[config.mk]
export PLATFORM = sky130hd
export DESIGN_NAME = conv_layer_sequencer_flat
export DESIGN_NICKNAME = d
export VERILOG_FILES = /design/src/rtl/conv_layer_sequencer_if.sv /design/src/rtl/conv_layer_sequencer.sv /design/src/flat_wrapper.sv
export SDC_FILE = /design/constraint.sdc
export NUM_CORES = 1
export LEC_CHECK = 0
export BUFFER_PORTS_ARGS = -buffer_cell sky130_fd_sc_hd__buf_2
export CAP_MARGIN = 20
export CORE_MARGIN = 1
export CORE_UTILIZATION = 50
export DETAILED_ROUTE_END_ITERATION = 8
export HOLD_SLACK_MARGIN = 0.15
export PLACE_DENSITY_LB_ADDON = 0.25
export SLEW_MARGIN = 10
export SYNTH_ARGS = -nofsm -noshare
export SYNTH_HDL_FRONTEND = slang
export SYNTH_SLANG_ARGS = --single-unit
[constraint.sdc]
create_clock -name clk -period 4.1 [get_ports clk]
set_input_delay 0.41 -clock clk [delete_from_list [all_inputs] [get_ports clk]]
set_output_delay 0.41 -clock clk [all_outputs]
set_load 0.01 [all_outputs]
[src/rtl/conv_layer_sequencer_if.sv]
// Accelerator mode encoding plus the descriptor-SRAM / accelerator-control bundle
// driven by conv_layer_sequencer (master) and served by the SRAM and accelerator (slave).
package conv_acc_pkg;
   typedef enum logic [1:0] {
      IDLE_MODE     = 2'd0,
      CONV_3x3_MODE = 2'd1,
      CONV_1x1_MODE = 2'd2,
      MAX_POOL_MODE = 2'd3
   } conv_acc_mode_t;
endpackage

interface conv_layer_sequencer_if #(parameter int DESC_AW = 8);
   import conv_acc_pkg::*;

   logic               desc_cs;
   logic [DESC_AW-1:0] desc_addr;
   logic [31:0]        desc_rdata;
   conv_acc_mode_t     acc_mode;
   logic [31:0]        acc_w8;
   logic               acc_start;
   logic               acc_finish;

   modport master (
      output desc_cs, desc_addr, acc_mode, acc_w8, acc_start,
      input  desc_rdata, acc_finish
   );

   modport slave (
      input  desc_cs, desc_addr, acc_mode, acc_w8, acc_start,
      output desc_rdata, acc_finish
   );
endinterface

[src/rtl/conv_layer_sequencer.sv]
// Walks a two-word-per-layer descriptor table and runs the conv accelerator once per layer.
// Optional SEQ_PERF_EN adds last_cycles / total_cycles performance counters.
module conv_layer_sequencer
   import conv_acc_pkg::*;
#(
   parameter int DESC_AW = 8,
   parameter int LAYER_W = 7
) (
   input  logic               clk,
   input  logic               rst,
   input  logic               start,
   input  logic [LAYER_W-1:0] num_layers,
   input  logic [DESC_AW-1:0] base_addr,
   output logic               busy,
   output logic               done,
   output logic               err,
   output logic [LAYER_W-1:0] layer_idx,
`ifdef SEQ_PERF_EN
   output logic [31:0]        last_cycles,
   output logic [31:0]        total_cycles,
`endif
   conv_layer_sequencer_if.master bus
);

   typedef enum logic [2:0] {
      S_IDLE, S_RD0, S_RD1, S_LAT, S_GO, S_RUN, S_NXT, S_DONE
   } state_t;

   state_t             state;
   logic [LAYER_W-1:0] n_q;
   logic [DESC_AW-1:0] base_q;
   logic [1:0]         mode_q;

   logic [LAYER_W-1:0] idx_inc;
   logic               last_layer;

   // First descriptor word of layer k; wraps silently modulo 2^DESC_AW.
   function automatic logic [DESC_AW-1:0] word0(input logic [DESC_AW-1:0] b,
                                                input logic [LAYER_W-1:0] k);
      return b + DESC_AW'({k, 1'b0});
   endfunction

   assign idx_inc    = layer_idx + LAYER_W'(1);
   // A zero-layer run passes through NXT only to give busy its one cycle.
   assign last_layer = (n_q == '0) || (idx_inc == n_q);

   always_ff @(posedge clk or posedge rst) begin
      if (rst) begin
         // NOTE: sequential state uses non-blocking assignments only, and every
         // register (outputs included) has an async reset so desc_cs drops at once.
         state          <= S_IDLE;
         n_q            <= '0;
         base_q         <= '0;
         mode_q         <= '0;
         busy           <= 1'b0;
         done           <= 1'b0;
         err            <= 1'b0;
         layer_idx      <= '0;
         bus.desc_cs    <= 1'b0;
         bus.desc_addr  <= '0;
         bus.acc_mode   <= IDLE_MODE;
         bus.acc_w8     <= '0;
         bus.acc_start  <= 1'b0;
      end else begin
         case (state)
            S_IDLE: begin
               if (start) begin
                  n_q       <= num_layers;
                  base_q    <= base_addr;
                  err       <= 1'b0;
                  busy      <= 1'b1;
                  layer_idx <= '0;
                  if (num_layers == '0) begin
                     state <= S_NXT;
                  end else begin
                     state         <= S_RD0;
                     bus.desc_cs   <= 1'b1;
                     bus.desc_addr <= base_addr;
                  end
               end
            end
            S_RD0: begin
               state         <= S_RD1;
               bus.desc_addr <= bus.desc_addr + DESC_AW'(1);
            end
            S_RD1: begin
               mode_q      <= bus.desc_rdata[1:0];
               bus.desc_cs <= 1'b0;
               state       <= S_LAT;
            end
            S_LAT: begin
               bus.acc_w8 <= bus.desc_rdata;
               if (mode_q == 2'd0) begin
                  err   <= 1'b1;
                  busy  <= 1'b0;
                  done  <= 1'b1;
                  state <= S_DONE;
               end else begin
                  bus.acc_mode  <= conv_acc_mode_t'(mode_q);
                  bus.acc_start <= 1'b1;
                  state         <= S_GO;
               end
            end
            S_GO: begin
               bus.acc_start <= 1'b0;
               state         <= S_RUN;
            end
            S_RUN: begin
               // Mode and w8 stay put here: the accelerator selects its finish by mode.
               if (bus.acc_finish) begin
                  bus.acc_mode <= IDLE_MODE;
                  state        <= S_NXT;
               end
            end
            S_NXT: begin
               if (n_q != '0) layer_idx <= idx_inc;
               if (last_layer) begin
                  busy  <= 1'b0;
                  done  <= 1'b1;
                  state <= S_DONE;
               end else begin
                  bus.desc_cs   <= 1'b1;
                  bus.desc_addr <= word0(base_q, idx_inc);
                  state         <= S_RD0;
               end
            end
            S_DONE: begin
               done         <= 1'b0;
               bus.acc_mode <= IDLE_MODE;
               state        <= S_IDLE;
            end
            default: state <= S_IDLE;
         endcase
      end
   end

`ifdef SEQ_PERF_EN
   logic [31:0] run_cnt;
   logic [31:0] tot_cnt;

   function automatic logic [31:0] sat_inc(input logic [31:0] v);
      return (v == '1) ? v : v + 32'd1;
   endfunction

   always_ff @(posedge clk or posedge rst) begin
      if (rst) begin
         run_cnt      <= '0;
         tot_cnt      <= '0;
         last_cycles  <= '0;
         total_cycles <= '0;
      end else if (state == S_IDLE) begin
         if (start) begin
            run_cnt      <= '0;
            tot_cnt      <= '0;
            last_cycles  <= '0;
            total_cycles <= '0;
         end
      end else begin
         tot_cnt <= sat_inc(tot_cnt);
         if (state == S_GO)       run_cnt <= '0;
         else if (state == S_RUN) run_cnt <= sat_inc(run_cnt);
         if (state == S_NXT && n_q != '0) last_cycles  <= run_cnt;
         // Counts the DONE cycle itself, so the value is start-to-done distance.
         if (state == S_DONE)              total_cycles <= sat_inc(tot_cnt);
      end
   end
`endif

endmodule

[src/flat_wrapper.sv]
// flat-port wrapper written by rule: the top's interface ports become plain ports
module conv_layer_sequencer_flat import conv_acc_pkg::*;
#(
   parameter int DESC_AW = 8,
   parameter int LAYER_W = 7
)
  (clk, rst, start, num_layers, base_addr, busy, done, err, layer_idx, bus_desc_cs, bus_desc_addr, bus_acc_mode, bus_acc_w8, bus_acc_start, bus_desc_rdata, bus_acc_finish);
  conv_layer_sequencer_if #(.DESC_AW(DESC_AW)) bus_i ();
  input  logic clk;
  input  logic rst;
  input  logic start;
  input  logic [LAYER_W-1:0] num_layers;
  input  logic [DESC_AW-1:0] base_addr;
  output logic busy;
  output logic done;
  output logic err;
  output logic [LAYER_W-1:0] layer_idx;
  output wire logic [$bits(bus_i.desc_cs)-1:0] bus_desc_cs;
  output wire logic [$bits(bus_i.desc_addr)-1:0] bus_desc_addr;
  output wire logic [$bits(bus_i.acc_mode)-1:0] bus_acc_mode;
  output wire logic [$bits(bus_i.acc_w8)-1:0] bus_acc_w8;
  output wire logic [$bits(bus_i.acc_start)-1:0] bus_acc_start;
  input wire logic [$bits(bus_i.desc_rdata)-1:0] bus_desc_rdata;
  input wire logic [$bits(bus_i.acc_finish)-1:0] bus_acc_finish;
  assign bus_desc_cs = bus_i.desc_cs;
  assign bus_desc_addr = bus_i.desc_addr;
  assign bus_acc_mode = bus_i.acc_mode;
  assign bus_acc_w8 = bus_i.acc_w8;
  assign bus_acc_start = bus_i.acc_start;
  assign bus_i.desc_rdata = bus_desc_rdata;
  assign bus_i.acc_finish = bus_acc_finish;
  conv_layer_sequencer #(.DESC_AW(DESC_AW), .LAYER_W(LAYER_W)) u_core (.clk(clk), .rst(rst), .start(start), .num_layers(num_layers), .base_addr(base_addr), .busy(busy), .done(done), .err(err), .layer_idx(layer_idx), .bus(bus_i));
endmodule
==> results of run 1 <==
==> critical path, delay by kind of cell (launching register included) <==
family	cells	cell delay, ns
adder cells (fa/ha/maj)	2	0.65
AO/OA/AOI/OAI	4	0.61
flip-flops	1	0.46
XOR/XNOR	2	0.37
multiplexers	1	0.28
AND/OR/NAND/NOR	1	0.14
==> cell usage after synthesis, types with 3 or more instances <==
cell type	instances
o21ai_0	22
buf_2	3
clkbuf_1	9
and3_1	4
xor2_1	5
xnor2_1	13
a31oi_1	6
o211ai_1	4
mux2_2	47
a22oi_1	6
nand2_1	36
inv_1	7
nor3_1	4
buf_6	5
ha_1	8
mux2_4	5
nand3_1	10
nor2_1	18
and2_1	3
a21oi_1	15
dfrtp_1	74
nor2b_1	3
==> registers in the layout, summed over array words and instances, names as in the netlist <==
register              count
u_core.busy               1
u_core.bus.acc_start      1
u_core.base_q             8
u_core.done               1
u_core.bus.desc_addr      8
u_core.mode_q             2
u_core.n_q                7
u_core.bus.desc_cs        1
u_core.bus.acc_mode       2
u_core.layer_idx          7
u_core.err                1
u_core.state              3
u_core.bus.acc_w8        32
==> kinds of logic (layout without fill, tap and decap cells) <==
kind of cell | after synthesis | count (layout)
adder cells (fa/ha/maj) | 9 | 9
AO/OA/AOI/OAI | 74 | 74
AND/OR/NAND/NOR | 91 | 91
multiplexers | 53 | 53
flip-flops | 74 | 74
buffers and inverters | 25 | 130
XOR/XNOR | 19 | 19
==> through the flow <==
step	power (mW)	cell area (µm²)	setup WS (ns)	utilization [%]	hold slack (ns)
2_1_floorplan	2.84	3830	1.64	-	0.480
3_3_place_gp	3.32	4380	1.59	59.7	0.462
3_5_place_dp	3.38	4380	1.51	59.7	0.467
4_1_cts	3.95	4570	1.48	62.3	0.277
5_1_grt	4.23	4600	1.30	62.7	0.276
6_report	3.93	4600	1.46	62.7	0.287
==> layout by cell type (no fill, tap or decap), types with 2 or more instances in the layout <==
master,instances
inv_1,6
o32ai_1,2
nor2b_1,3
nand3_1,10
a21o_1,2
xor2_1,5
nand2_1,36
a31oi_1,6
and3_1,4
and3_4,2
nor2_1,18
dfrtp_1,74
o31ai_1,2
buf_2,104
a21oi_1,15
and2_1,3
mux2_2,47
mux2_4,5
clkbuf_8,9
o311ai_0,2
nor4_1,2
nand2b_1,2
nor3_1,4
ha_1,8
xnor2_1,13
clkinvlp_4,2
a22oi_1,6
nand3b_1,2
o211ai_1,4
buf_4,2
o21ai_0,22
==> power by group through the flow <==
stage	clock network (mW)	registers (mW)	logic, mW
final	0.557	1.48	1.89
after floorplan	0	1.47	1.37
after detailed placement	0	1.48	1.90
after global routing	0.598	1.54	2.09
after CTS	0.573	1.47	1.90
after global placement	0	1.46	1.86
==> metal layers <==
metal  track usage, %  wire length, µm  share of wire (%)
met5                0                0                  0
met4             8.80              122                1.4
met3             5.82              750                8.9
met2             34.7             3850                 46
met1             30.5             3720                 44
==> repair_timing <==
| item | in CTS | in global routing |
|---|---|---|
| buffers inserted | 0 | 0 |
| hold buffers | 0 | 1 |
| endpoints found under the hold margin | 0 | 10 |
==> cell type report <==
type,count,area [µm²],share of cell area [%]
flip-flops and latches,74,1850,40.3
multi-input cells,246,1840,40.0
repair buffers,108,566,12.3
clock buffers,9,124,2.69
well taps,99,124,2.69
clock inverters,6,67.6,1.47
inverters,7,26.3,0.572
==> how the worst max path moves through the flow <==
| stage | startpoint | to | slack [ns] | cells past startpoint |
|---|---|---|---|---|
| 4_1_cts | u_core.layer_idx[0] | u_core.bus.desc_addr[7] | 1.48 | 10 |
| 6_report | u_core.layer_idx[0] | u_core.bus.desc_addr[7] | 1.46 | 10 |
| 2_1_floorplan | u_core.layer_idx[0] | u_core.bus.desc_addr[7] | 1.64 | 11 |
| 3_3_place_gp | u_core.layer_idx[0] | u_core.bus.desc_addr[7] | 1.59 | 10 |
| 5_1_grt | u_core.layer_idx[0] | u_core.bus.desc_addr[7] | 1.30 | 10 |
| 3_5_place_dp | u_core.layer_idx[0] | u_core.bus.desc_addr[7] | 1.51 | 9 |
==> results_dict.tcl, run 1 <==
set metrics [dict create \
    rows 31 \
    grt_max_degree 51 \
    critPathMaxFanout 7 \
    sw_frac_of_total_pct 40.2 \
    fin_crit_sh_pct 64.3 \
    syn_nets 405 \
    synthSimpleGateAreaFrac_pct 11.5 \
    synth_largest_area_cell "dfrtp_1" \
    drtIter0Drc 217 \
    max_stage_delay_ns 0.46 \
    synth_ff_type "dfrtp_1" \
    cpMaxStageDelayCell "dfrtp_1" \
    ant_nets 0 \
    synth_top_family_by_area "multiplexers" \
    maxSlewHeadroom_pct 48.3 \
    crit_required_ns 4.33 \
    die_h_um 89.5 \
    wire_per_inst_um 15.4 \
    wl_um 8450 \
    drive_gt1_share_pct 40.7 \
    hold_depth 2 \
    fill_cells 596 \
    ys_seq_area_share_pct 48.4 \
    die_area_mm2 0.00801 \
    start_util_pct 52.2 \
    period_needed_ns 2.64 \
    yosys_warnings 0 \
    portBuffers 104 \
    groute.usage.overall_pct 22.5 \
    power_frac_seq_pct 37.8 \
    vias 3037 \
    first_pass_iters 4 \
    p_clk_share_pct 14.2 \
    cts_sinks 74 \
    synthCells 345 \
    crit_path_start_kind "register" \
    synth_cell_types 52 \
    r2r-start "u_core.layer_idx[0]" \
    clock_latency_ns 0.35 \
    antenna_found_initial 0 \
    die_width_um 89.5 \
    gp_congestion 0.889 \
    synth_fa_ha_area_share_pct 3.14 \
    cts.clk_slew.worst_paths_ns 0.08 \
    cp_common_cell "ha_1" \
    synth_xor_area_share_pct 4.74 \
    synthMuxAreaShare_pct 16.0 \
    finalSetupTns_ns 0 \
    synth_edf_count 0 \
    peakVddDrop_mv 0.442 \
    status "complete, no violations" \
    cp_data_arrival_time_ns 2.86 \
    cp-end-kind "register" \
    p_per_area_mw_per_mm2 854 \
    worstRegToRegCells 10 \
    cts_buffers 9 \
    drv_cap 0 \
    min_from "bus_desc_rdata[30]" \
    final_cells 549 \
    place_inst 532 \
    synth_compound_area_share_pct 12.6 \
    crit_path_cell_trace "ha_1 -> xor2_1 -> ha_1 -> a21o_1 -> a21oi_1 -> nand2b_1 -> o2bb2ai_1 -> xnor2_1 -> o21ai_0 -> mux2_4" \
    p_leak_nw 2.13 \
    synth_top_area_share_pct 48.4 \
    drc 0 \
    hpwl_um 6190 \
    power_frac_comb_pct 48.0 \
    path_class "register to register" \
    gr-total-overflow 0 \
    rsz0062_at_grt "false" \
    p_sw_mw 1.58 \
    synth.cell_area_mm2 0.00383 \
    fmax_mhz 379 \
    ys_ff_latch 74 \
    max_slew.worst_pin.slew_ns 0.773 \
    core-area_mm2 0.00733 \
    cts_resized 0 \
    clockRootBuffer "clkbuf_8" \
    hold_path_end "u_core.bus.acc_w8[30]" \
    h-tree-depth 3 \
    synthTopCellsByArea "dfrtp_1 48%, mux2_2 14%, nand2_1 3.5%" \
    n_antenna_cell 0 \
    final-setup-viol-count 0 \
    avgSynthCellArea_um2 11.1 \
    finClkSkew_ns 0.00771 \
    maxSlewViolCount 0 \
    grt_pass1_wl_um 13700 \
    grt_pass1_vias 2923 \
    fin_nets 506 \
    hold_viol 0 \
    viasPerCell 5.53 \
    r2r_setup_slack_ns 1.46 \
    cts_tree "built" \
    area_growth_pct 20.1 \
    worstHoldPathType "primary input to register" \
    internal-power_mw 2.35 \
    cts_buffer_depth 2 \
    io_pins 105 \
    async_flop_share_pct 100 \
    worstReg2RegEnd "u_core.bus.desc_addr[7]" \
]
No activity file was read; power rests on OpenSTA's default activity.
==> inputs of run 2 (changes only) <==
Clock period 4.1 ns to 2.55 ns, I/O delays scaled along.
==> results_dict.tcl, run 2 (same netlist as run 1, synthesis figures left out) <==
set metrics [dict create \
    status "complete, no violations" \
    hpwl_um 6620 \
    p_per_area_mw_per_mm2 1330 \
    peakVddDrop_mv 0.737 \
    p_leak_nw 2.35 \
    gr-total-overflow 0 \
    drc 0 \
    crit_path_start_kind "register" \
    io_pins 105 \
    largest_reg_flops 32 \
    gp_congestion 0.879 \
    layout_common_cells "104 x buf_2, 74 x dfrtp_1, 47 x mux2_2, 36 x nand2_1, 36 x dlygate4sd3_1" \
    setup_ws_ns 0.112 \
    largest_registers "u_core.bus.acc_w8: 32 flops, u_core.base_q: 8 flops, u_core.bus.desc_addr: 8 flops" \
    groute.usage.overall_pct 26.0 \
    fin_crit_sh_pct 95.6 \
    worstHoldPathType "primary input to register" \
    cts_tree "built" \
    cts_sinks 74 \
    min_from "num_layers[0]" \
    grt_max_degree 35 \
    area_growth_pct 32.2 \
    max_slew.worst_pin.slew_ns 0.515 \
    r2r-start "u_core.layer_idx[0]" \
    clockRootBuffer "clkbuf_8" \
    hold_depth 2 \
    cp-end-kind "register" \
    top_register "u_core.bus.acc_w8" \
    vias 3255 \
    period_needed_ns 2.44 \
    start_util_pct 52.2 \
    h-tree-depth 3 \
    antenna_found_initial 0 \
    dp_slack_ns 0.109 \
    first_pass_iters 4 \
    drive_gt1_share_pct 39.8 \
    dpl_cell_area_mm2 0.00448 \
    drv_cap 0 \
    fill_cells 550 \
    stdcell_area_mm2 0.00506 \
    grt_pass1_vias 3178 \
    postCtsSetupBuffers 0 \
    worst_hold_slack_ns 0.162 \
    cts_buffers 9 \
    final_common_cell "buf_2" \
    drtIter0Drc 162 \
    n_antenna_cell 0 \
    portBuffers 104 \
    rows 31 \
    critPathMaxFanout 6 \
    crit_required_ns 2.79 \
    die_area_mm2 0.00801 \
    maxSlewHeadroom_pct 65.6 \
    fmax_mhz 410 \
    maxSlewViolCount 0 \
    finalSetupTns_ns 0 \
    worstRegToRegCells 11 \
    wire_per_inst_um 16.5 \
    cts_buffer_depth 2 \
    die_width_um 89.5 \
    cp-startpoint "u_core.layer_idx[0]" \
    path_class "register to register" \
    cp_data_arrival_time_ns 2.67 \
    clock_latency_ns 0.35 \
    finClkSkew_ns 0.00824 \
    core-area_mm2 0.00733 \
    viasPerCell 5.46 \
    wl_um 9820 \
    hold_viol 0 \
    die_h_um 89.5 \
    grt_pass1_wl_um 15400 \
    fin_nets 554 \
    ant_nets 0 \
    final-setup-viol-count 0 \
    cts.clk_slew.worst_paths_ns 0.08 \
    power_mw 6.73 \
]
run 2: path summary, 6_finish.rpt:
path	to	slack, ns
worst max register to register	u_core.bus.desc_addr[7]	0.11
min in group asynchronous	u_core.bus.acc_w8[14]	0.52
worst min-delay path	u_core.n_q[0]	0.16
worst min register to register	u_core.bus.acc_mode[1]	0.48
max in group asynchronous	u_core.layer_idx[3]	1.29
worst max-delay path	u_core.bus.desc_addr[7]	0.11
run 2: report_power, final:
part	switching (mW)	internal [mW]
logic	1.71	1.74
registers	0.534	1.77
clock network	0.438	0.540
total	2.68	4.05
run 2: through the flow:
stage | utilization, % | std cells
floorplan | - | 345
global placement | 61.1 | 546
detailed placement | 61.1 | 546
CTS | 68.7 | 595
global route | 69.0 | 596
finish | 69.0 | 596
run 2: area by class of cell:
cell class | count | area (µm²) | area share [%]
Multi-Input combinational cell | 246 | 1850 | 36.6
Timing Repair Buffer | 156 | 1000 | 19.8
Tap cell | 99 | 124 | 2.45
Clock inverter | 5 | 81.3 | 1.61
Sequential cell | 74 | 1850 | 36.6
Clock buffer | 9 | 124 | 2.45
Inverter | 7 | 26.3 | 0.519
run 2: repair_timing:
action	CTS	global route
resized for setup	0	3
endpoints found under the hold margin	58	1
endpoints found under the setup margin	0	1
hold buffers	35	1
run 2: worst max-delay path, cell delays in order (launching register included):
cell,delay [ns]
dfrtp_1,0.36
buf_4,0.15
inv_1,0.05
ha_1,0.21
fa_1,0.42
a21o_1,0.21
a21oi_2,0.16
nand2b_1,0.13
o2bb2ai_1,0.14
xnor2_1,0.14
o21ai_0,0.10
mux2_4,0.28
run 2: layer usage:
layer / up-vias / wire [µm] / GRT usage (%) / share of wire (%)
met5: - / 0 / 0 / 0
met4: 0 / 228 / 11.0 / 2.3
met3: 20 / 791 / 7.48 / 8.1
met2: 143 / 4660 / 42.0 / 47
met1: 1557 / 4140 / 32.7 / 42
li1: 1535 / - / - / -
